<file path="src/rtl/mul_share_if.sv">
// Requester/response bundle between client datapaths and the shared multiplier.
interface mul_share_if #(
  parameter int NREQ = 4,
  parameter int IDW  = 3
);
  logic [NREQ-1:0]       req_valid;
  logic [NREQ-1:0][15:0] req_a;
  logic [NREQ-1:0][15:0] req_b;
  logic [NREQ-1:0]       req_ready;
  logic                  resp_valid;
  logic                  resp_ready;
  logic [31:0]           resp_prod;
  logic [IDW-1:0]        resp_id;
  logic                  busy;
  logic [15:0]           op_count;

  modport master (
    output req_valid, req_a, req_b, resp_ready,
    input  req_ready, resp_valid, resp_prod, resp_id, busy, op_count
  );

  modport slave (
    input  req_valid, req_a, req_b, resp_ready,
    output req_ready, resp_valid, resp_prod, resp_id, busy, op_count
  );
endinterface

</file>
<file path="src/rtl/mul_share_ctrl.sv">
// Round-robin arbiter/sequencer sharing one 16x16 unsigned multiplier core
// among NREQ requesters; tagged product returned on a valid/ready channel.
module mul_share_core (
  input  logic [15:0] a,
  input  logic [15:0] b,
  output logic [32:0] p
);
  // Partial products summed flat; the compression tree is built by synthesis.
  always_comb begin
    p = '0;
    for (int i = 0; i < 16; i++)
      if (b[i]) p = p + (33'(a) << i);
  end
endmodule

module mul_share_ctrl #(
  parameter int NREQ = 4,
  parameter int IDW  = 3
) (
  input logic      clk,
  input logic      rst_n,
  mul_share_if.slave bus
);
  typedef enum logic [1:0] {IDLE, EXEC, DONE} state_t;

  state_t         state;
  logic [IDW-1:0] ptr, win, id_r;
  logic [15:0]    a_r, b_r, op_cnt_q;
  logic [32:0]    prod;
  logic           any, grant_en, take;
  logic           unused_msb;

  mul_share_core u_core (.a(a_r), .b(b_r), .p(prod));
  assign unused_msb = prod[32];

  // Scan from ptr upward with wrap; descending loop so the nearest slot wins.
  always_comb begin
    any = 1'b0;
    win = '0;
    for (int k = NREQ - 1; k >= 0; k--) begin
      if (bus.req_valid[IDW'((int'(ptr) + k) % NREQ)]) begin
        any = 1'b1;
        win = IDW'((int'(ptr) + k) % NREQ);
      end
    end
  end

  assign grant_en      = rst_n && (state == IDLE || (state == DONE && bus.resp_ready));
  assign take          = grant_en && any;
  assign bus.req_ready = take ? (NREQ'(1) << win) : '0;
  assign bus.op_count  = op_cnt_q;

  always_ff @(posedge clk or negedge rst_n) begin
    if (!rst_n) begin
      state          <= IDLE;
      ptr            <= '0;
      a_r            <= '0;
      b_r            <= '0;
      id_r           <= '0;
      bus.resp_valid <= 1'b0;
      bus.resp_prod  <= '0;
      bus.resp_id    <= '0;
      bus.busy       <= 1'b0;
      op_cnt_q       <= '0;
    end else begin
      case (state)
        IDLE: begin
          if (take) begin
            a_r      <= bus.req_a[win];
            b_r      <= bus.req_b[win];
            id_r     <= win;
            ptr      <= (win == IDW'(NREQ - 1)) ? '0 : win + 1'b1;
            state    <= EXEC;
            bus.busy <= 1'b1;
          end
        end
        EXEC: begin
          bus.resp_prod  <= prod[31:0];
          bus.resp_id    <= id_r;
          bus.resp_valid <= 1'b1;
          state          <= DONE;
        end
        DONE: begin
          if (bus.resp_ready) begin
            op_cnt_q       <= op_cnt_q + 16'd1;
            bus.resp_valid <= 1'b0;
            if (take) begin
              a_r   <= bus.req_a[win];
              b_r   <= bus.req_b[win];
              id_r  <= win;
              ptr   <= (win == IDW'(NREQ - 1)) ? '0 : win + 1'b1;
              state <= EXEC;
            end else begin
              state    <= IDLE;
              bus.busy <= 1'b0;
            end
          end
        end
        default: begin
          state    <= IDLE;
          bus.busy <= 1'b0;
        end
      endcase
    end
  end
endmodule

</file>
<file path="src/flat_wrapper.sv">
// flat-port wrapper written by rule: the top's interface ports become plain ports
module mul_share_ctrl_flat 
#(
  parameter int NREQ = 4,
  parameter int IDW  = 3
)
  (clk, rst_n, bus_req_valid, bus_req_a, bus_req_b, bus_resp_ready, bus_req_ready, bus_resp_valid, bus_resp_prod, bus_resp_id, bus_busy, bus_op_count);
  mul_share_if #(.NREQ(NREQ), .IDW(IDW)) bus_i ();
  input logic clk;
  input logic rst_n;
  input wire logic [$bits(bus_i.req_valid)-1:0] bus_req_valid;
  input wire logic [$bits(bus_i.req_a)-1:0] bus_req_a;
  input wire logic [$bits(bus_i.req_b)-1:0] bus_req_b;
  input wire logic [$bits(bus_i.resp_ready)-1:0] bus_resp_ready;
  output wire logic [$bits(bus_i.req_ready)-1:0] bus_req_ready;
  output wire logic [$bits(bus_i.resp_valid)-1:0] bus_resp_valid;
  output wire logic [$bits(bus_i.resp_prod)-1:0] bus_resp_prod;
  output wire logic [$bits(bus_i.resp_id)-1:0] bus_resp_id;
  output wire logic [$bits(bus_i.busy)-1:0] bus_busy;
  output wire logic [$bits(bus_i.op_count)-1:0] bus_op_count;
  assign bus_i.req_valid = bus_req_valid;
  assign bus_i.req_a = bus_req_a;
  assign bus_i.req_b = bus_req_b;
  assign bus_i.resp_ready = bus_resp_ready;
  assign bus_req_ready = bus_i.req_ready;
  assign bus_resp_valid = bus_i.resp_valid;
  assign bus_resp_prod = bus_i.resp_prod;
  assign bus_resp_id = bus_i.resp_id;
  assign bus_busy = bus_i.busy;
  assign bus_op_count = bus_i.op_count;
  mul_share_ctrl #(.NREQ(NREQ), .IDW(IDW)) u_core (.clk(clk), .rst_n(rst_n), .bus(bus_i));
endmodule
</file>
<file path="config.mk">
export PLATFORM = sky130hd
export DESIGN_NAME = mul_share_ctrl_flat
export DESIGN_NICKNAME = d
export VERILOG_FILES = /design/src/rtl/mul_share_if.sv /design/src/rtl/mul_share_ctrl.sv /design/src/flat_wrapper.sv
export SDC_FILE = /design/constraint.sdc
export NUM_CORES = 1
export LEC_CHECK = 0
export ABC_AREA = 1
export CORE_UTILIZATION = 70
export CTS_CLUSTER_DIAMETER = 50
export DETAILED_ROUTE_END_ITERATION = 8
export DONT_BUFFER_PORTS = 1
export GPL_TIMING_DRIVEN = 1
export PLACE_DENSITY = 0.93
export SYNTH_ARGS = -nofsm -noshare
export SYNTH_HDL_FRONTEND = slang
export SYNTH_HIERARCHICAL = 1
export SYNTH_SLANG_ARGS = --single-unit
</file>
<file path="constraint.sdc">
create_clock -name clk -period 47.9 [get_ports clk]
set_clock_uncertainty 0.1 [all_clocks]
set_input_delay 4.79 -clock clk [delete_from_list [all_inputs] [get_ports clk]]
set_output_delay 4.79 -clock clk [all_outputs]
set_load 0.005 [all_outputs]
</file>
; ---- After elaboration in Yosys (flattened, before gate mapping)
; Cells that the tools add are included.
[totals]
reg_bits = 93
in_bits = 135
output_inout_bits = 57
wordCells = 124
[classes]
n_addsub = 20
n_lt_le_gt_ge = 5
n_eq_ne = 6
n_shift = 1
mux = 63
bitwise = 4
n_reduce_logical = 15
[op_table]
columns = cell, n
row1 = $mux 32, 15
row2 = $mux 16, 7
row3 = $bmux 16 s2, 2
row4 = $pmux 16 s2, 2
row5 = $add 32x18->32, 1
row6 = $add 32x19->32, 1
row7 = $add 32x20->32, 1
row8 = $add 32x21->32, 1
row9 = $add 32x22->32, 1
row10 = $add 32x23->32, 1
row11 = $add 32x24->32, 1
row12 = $add 32x25->32, 1
row13 = $add 32x26->32, 1
row14 = $add 32x27->32, 1
row15 = $add 32x28->32, 1
row16 = $add 32x29->32, 1
row17 = $add 32x30->32, 1
row18 = $add 32x31->32, 1
row19 = $mux 3, 9
row20 = $add 16x17->18, 1
row21 = $add 16x1->16 const B, 1
row22 = $mux 1, 16
row23 = $lt 3x4->1 const B, 3
row24 = $pmux 3 s2, 2
row25 = 26 further kinds, 42

; ---- Longest topological paths before layout
[depth]
depth_word = 31
mapped_depth = 132
ltp_nobuf = 130

; ---- Cells and area by module
; The synthesis kept the hierarchy.
[by_module_without_submodules]
columns = mod, instances, cells_per_inst, area_each_um2, seq_area_each_um2
row1 = mul_share_core, 1, 2490, 14271.2, 0.0
row2 = mul_share_ctrl, 1, 746, 5464.0, 2252.2

; ---- Worst setup path before layout
; No wires, ideal clock.
[synth_path]
path_kind = register -> register
from = reg u_core.b_r[0]
to = reg u_core.bus.resp_prod[30]
setup_time_ns = 0.125
arrival_time_ns = 17.274
t_required_ns = 47.675
setup_slack_ns = 30.402
stages_incl_launch_ff = 119
n_path_buf = 2
period_less_slack_ns = 17.498
path_cell_list = dfrtp_1 buf_6 clkbuf_1 nand2_1 inv_1 ha_1 fa_1 nand2_1 o21ai_0 ha_1 inv_1 fa_1 nand3b_1 and2_1 xor2_1 o21ai_0 ha_1 nand2_1 [83 not listed] a21oi_1 nand2_1 or2_2 nand3_1 o21ai_0 ha_1 inv_1 nand3_1 nand3_1 nand2_1 ha_1 and2_1 o21ai_0 nand2_1 xor2_1 nand2_1 o21ai_0 mux2_2
[synth_between]
elab_chain_len = 31
[synth_lines]
columns = item, line_no
row1 = start: declaration, mul_share_ctrl.sv:28  ; logic [15:0] a_r, b_r, op_cnt_q;
row2 = start signal: assignment, mul_share_ctrl.sv:70  ; b_r <= bus.req_b[win];
row3 = start signal: assignment, mul_share_ctrl.sv:89  ; b_r <= bus.req_b[win];
row4 = $mux 16 *, mul_share_ctrl.sv:12  ; if (b[i]) p = p + (33'(a) << i);
row5 = $add 16x17->18, mul_share_ctrl.sv:12
row6 = $mux 32 *, mul_share_ctrl.sv:12
row7 = $add 32x18->32, mul_share_ctrl.sv:12
row8 = $mux 32 *, mul_share_ctrl.sv:12
row9 = $add 32x19->32, mul_share_ctrl.sv:12
row10 = $mux 32 *, mul_share_ctrl.sv:12
row11 = $add 32x20->32, mul_share_ctrl.sv:12
row12 = [16 not listed], n/a
row13 = $mux 32 *, mul_share_ctrl.sv:12
row14 = $add 32x29->32, mul_share_ctrl.sv:12
row15 = $mux 32 *, mul_share_ctrl.sv:12
row16 = $add 32x30->32, mul_share_ctrl.sv:12
row17 = $mux 32 *, mul_share_ctrl.sv:12
row18 = $add 32x31->32, mul_share_ctrl.sv:12
row19 = $mux 32 *, mul_share_ctrl.sv:12
row20 = via u_core.prod[30], mul_share_ctrl.sv:29  ; logic [32:0] prod;
row21 = end signal: assignment, mul_share_ctrl.sv:78  ; bus.resp_prod <= prod[31:0];
row22 = end: declaration, mul_share_if.sv:24  ; output req_ready, resp_valid, resp_prod, resp_id, busy, op_count
; Mark *: on every way through the listed nets, which the timed path passes. The rest lies on a longest branch.
; A chain may end at the register's enable or synchronous reset.

; ---- Worst setup path after layout
; Ends and elaborated chain as after synthesis.

==> metrics <==
number of buffers added by the clock tree synthesis step=9; CTS Hold Buffers Added=0; die boundary width=roughly 170 um; post-cts repair resize count=0; number of fillers in the final layout=2416; number of cells on the worst reg-to-reg path=between 100 and 150; post-layout minimum cycle time=just over 20 ns; pin count of the biggest net entering global routing=92; die extent in y=170 um; area used by sequential logic in the layout=2250 um^2; Die Outline Area=28900 um^2; clock tree buffer depth=2; buffer cell driving the clock tree root=clkbuf_16; antenna violations before repair=0; category of the critical setup timing path=flop to flop; worst reg2reg path startpoint=u_core/b_r[0]; hold path startpoint=u_core/a_r[12]; global-route wire length before repair=94600 um; number of remaining DRC errors=0; clock tree from TritonCTS=done; number of vias after detailed routing=21.6k; Register-to-Register Setup Slack=27.12 ns; run status=finished clean; Setup violations, final=0; Synth-to-Final Area Change=2.71%; Hold Crit Endpoint=u_core/a_r[12]; vias per std cell=6.07; Critical Path Start Type=flop; number of iterations in the first detailed-routing pass=8; number of nets in the synthesized netlist=3663; clock sink total=90; DRC marker count from the first detailed-route iteration=1979; Crit path buffers/inverters=12; RSZ-0062 raised after global routing=no; post-CTS clock slew at the launch and capture registers of the worst setup and hold paths=0.08 ns; Setup Fix Bufs, Post-CTS=0; remaining antenna violation count=0; GRT Util Overall=0.404; maximum fanout encountered on the critical timing path=20; residual overflow from global routing=0; Post-Synthesis Cells=3234; number of port buffers=0; sort of element at the end of the critical path=flop; average routed wire per standard cell=16.6 um; Max Slew Vio Count=0; # Max-Cap Violations=0; upper clock frequency limit=between 0.04 and 0.05 GHz; number of warning messages in the yosys log=6; Hold Crit Depth=2; share of post-route cells with drive strength above 1=0.0615; path category of the worst min-delay check=flop to flop; cell type group with the largest total delay on the critical path=compound AO/OA/AOI/OAI gates; I/O pins=192; final period utilization=0.434; initial core utilization=0.710; arrival time of data at the critical path endpoint=20.92 ns; via count of the first global-routing pass=19.9k; Worst Tran Pin Value=1.06 ns; placer congestion estimate=0.989; setup tns final=0 ns; number of inserted diodes=0; number of hold violations in the final report=0; Floorplan Core Area=27800 um^2; endpoint of the worst register-to-register path=u_core/bus.resp_prod[30]; Syn Area/Cell=6.10 um^2; final wirelength=59200 um; post-synthesis instance area=around 20000 um^2; largest stage delay on the critical path=0.61 ns; Slowest-stage cell, CP=dfrtp_1; relative slew slack=0.288; clock latency of the later-clocked register in the worst-skew pair=0.36 ns; H-tree lvl count=3; Placement Rows=61; Final Net Count=approximately 3.6k; Multi-input gate area=roughly 15000 um^2; dpl hpwl=44300 um; data required time of the critical path=roughly 48 ns; crit-path most repeated cell=nand2_1
tightest hold or removal path, cell delays in order, from the launching register on:
cell and delay [ns]:
dfrtp_1 0.35, nand2_1 0.06, nand2_1 0.05
per-stage QoR:
stage,instance area (um^2),instances,hold WS [ns],utilization,setup slack (ns)
finish,20300,3566,0.388,0.729,27.12
global route,20300,3566,0.416,0.729,25.45
CTS,20300,3566,0.387,0.729,27.57
detailed placement,19900,3550,0.368,0.717,27.65
global placement,19900,3550,0.363,0.717,28.17
floorplan,19700,3234,0.347,-,30.40
worst max-delay path by stage:
stage,startpoint,endpoint,slack (ns),cells after the start
final,u_core/b_r[0],u_core/bus.resp_prod[30],27.12,115
after detailed placement,u_core/b_r[0],u_core/bus.resp_prod[30],27.65,116
after CTS,u_core/b_r[0],u_core/bus.resp_prod[30],27.57,116
after global routing,u_core/b_r[0],u_core/bus.resp_prod[31],25.45,113
after floorplan,u_core/b_r[0],u_core/bus.resp_prod[30],30.40,118
after global placement,u_core/b_r[0],u_core/bus.resp_prod[30],28.17,116
sequential cells by signal (all words and copies together), names as in the netlist:
register,cells
u_core/ptr,2
u_core/state,2
u_core/b_r,16
u_core/a_r,16
u_core/id_r,2
u_core/bus.resp_prod,32
u_core/bus.resp_valid,1
u_core/bus.op_count,16
u_core/bus.resp_id,2
u_core/bus.busy,1
placed cells by master (no fill, tap or decap), types with 13 or more instances in the layout:
cell type  instances
nand2_1          934
inv_1            428
nand3_1          406
ha_1             279
a21oi_1          226
o21ai_0          132
nor2_1           124
dfrtp_1           90
xor2_1            75
and2_1            54
xnor2_1           46
or2_2             36
mux2_2            34
nand2_2           33
o21ai_1           29
o21ai_2           27
nor3_1            25
buf_4             24
o21bai_1          17
a31oi_1           17
fa_1              15
inv_2             14
nand4_1           14
a21o_1            13
final cells by class:
type	instances	area share
multi-input cells	2610	0.756
well taps	378	0.0233
flip-flops and latches	90	0.111
inverters	448	0.0833
clock buffers	10	0.0118
clock inverters	6	0.00519
repair buffers	24	0.00889
layer usage:
| metal | routed length (um) | global-route usage | vias to the layer above |
|---|---|---|---|
| met5 | 0 | 0 | - |
| met4 | 3080 | 0.220 | 0 |
| met3 | 5010 | 0.0586 | 209 |
| met2 | 26700 | 0.662 | 1069 |
| met1 | 24400 | 0.512 | 9898 |
| li1 | - | - | 10500 |
Power is left out: the tool's default activity adds up to more than one toggle a clock period on the data nets, which glitch-free logic cannot reach.
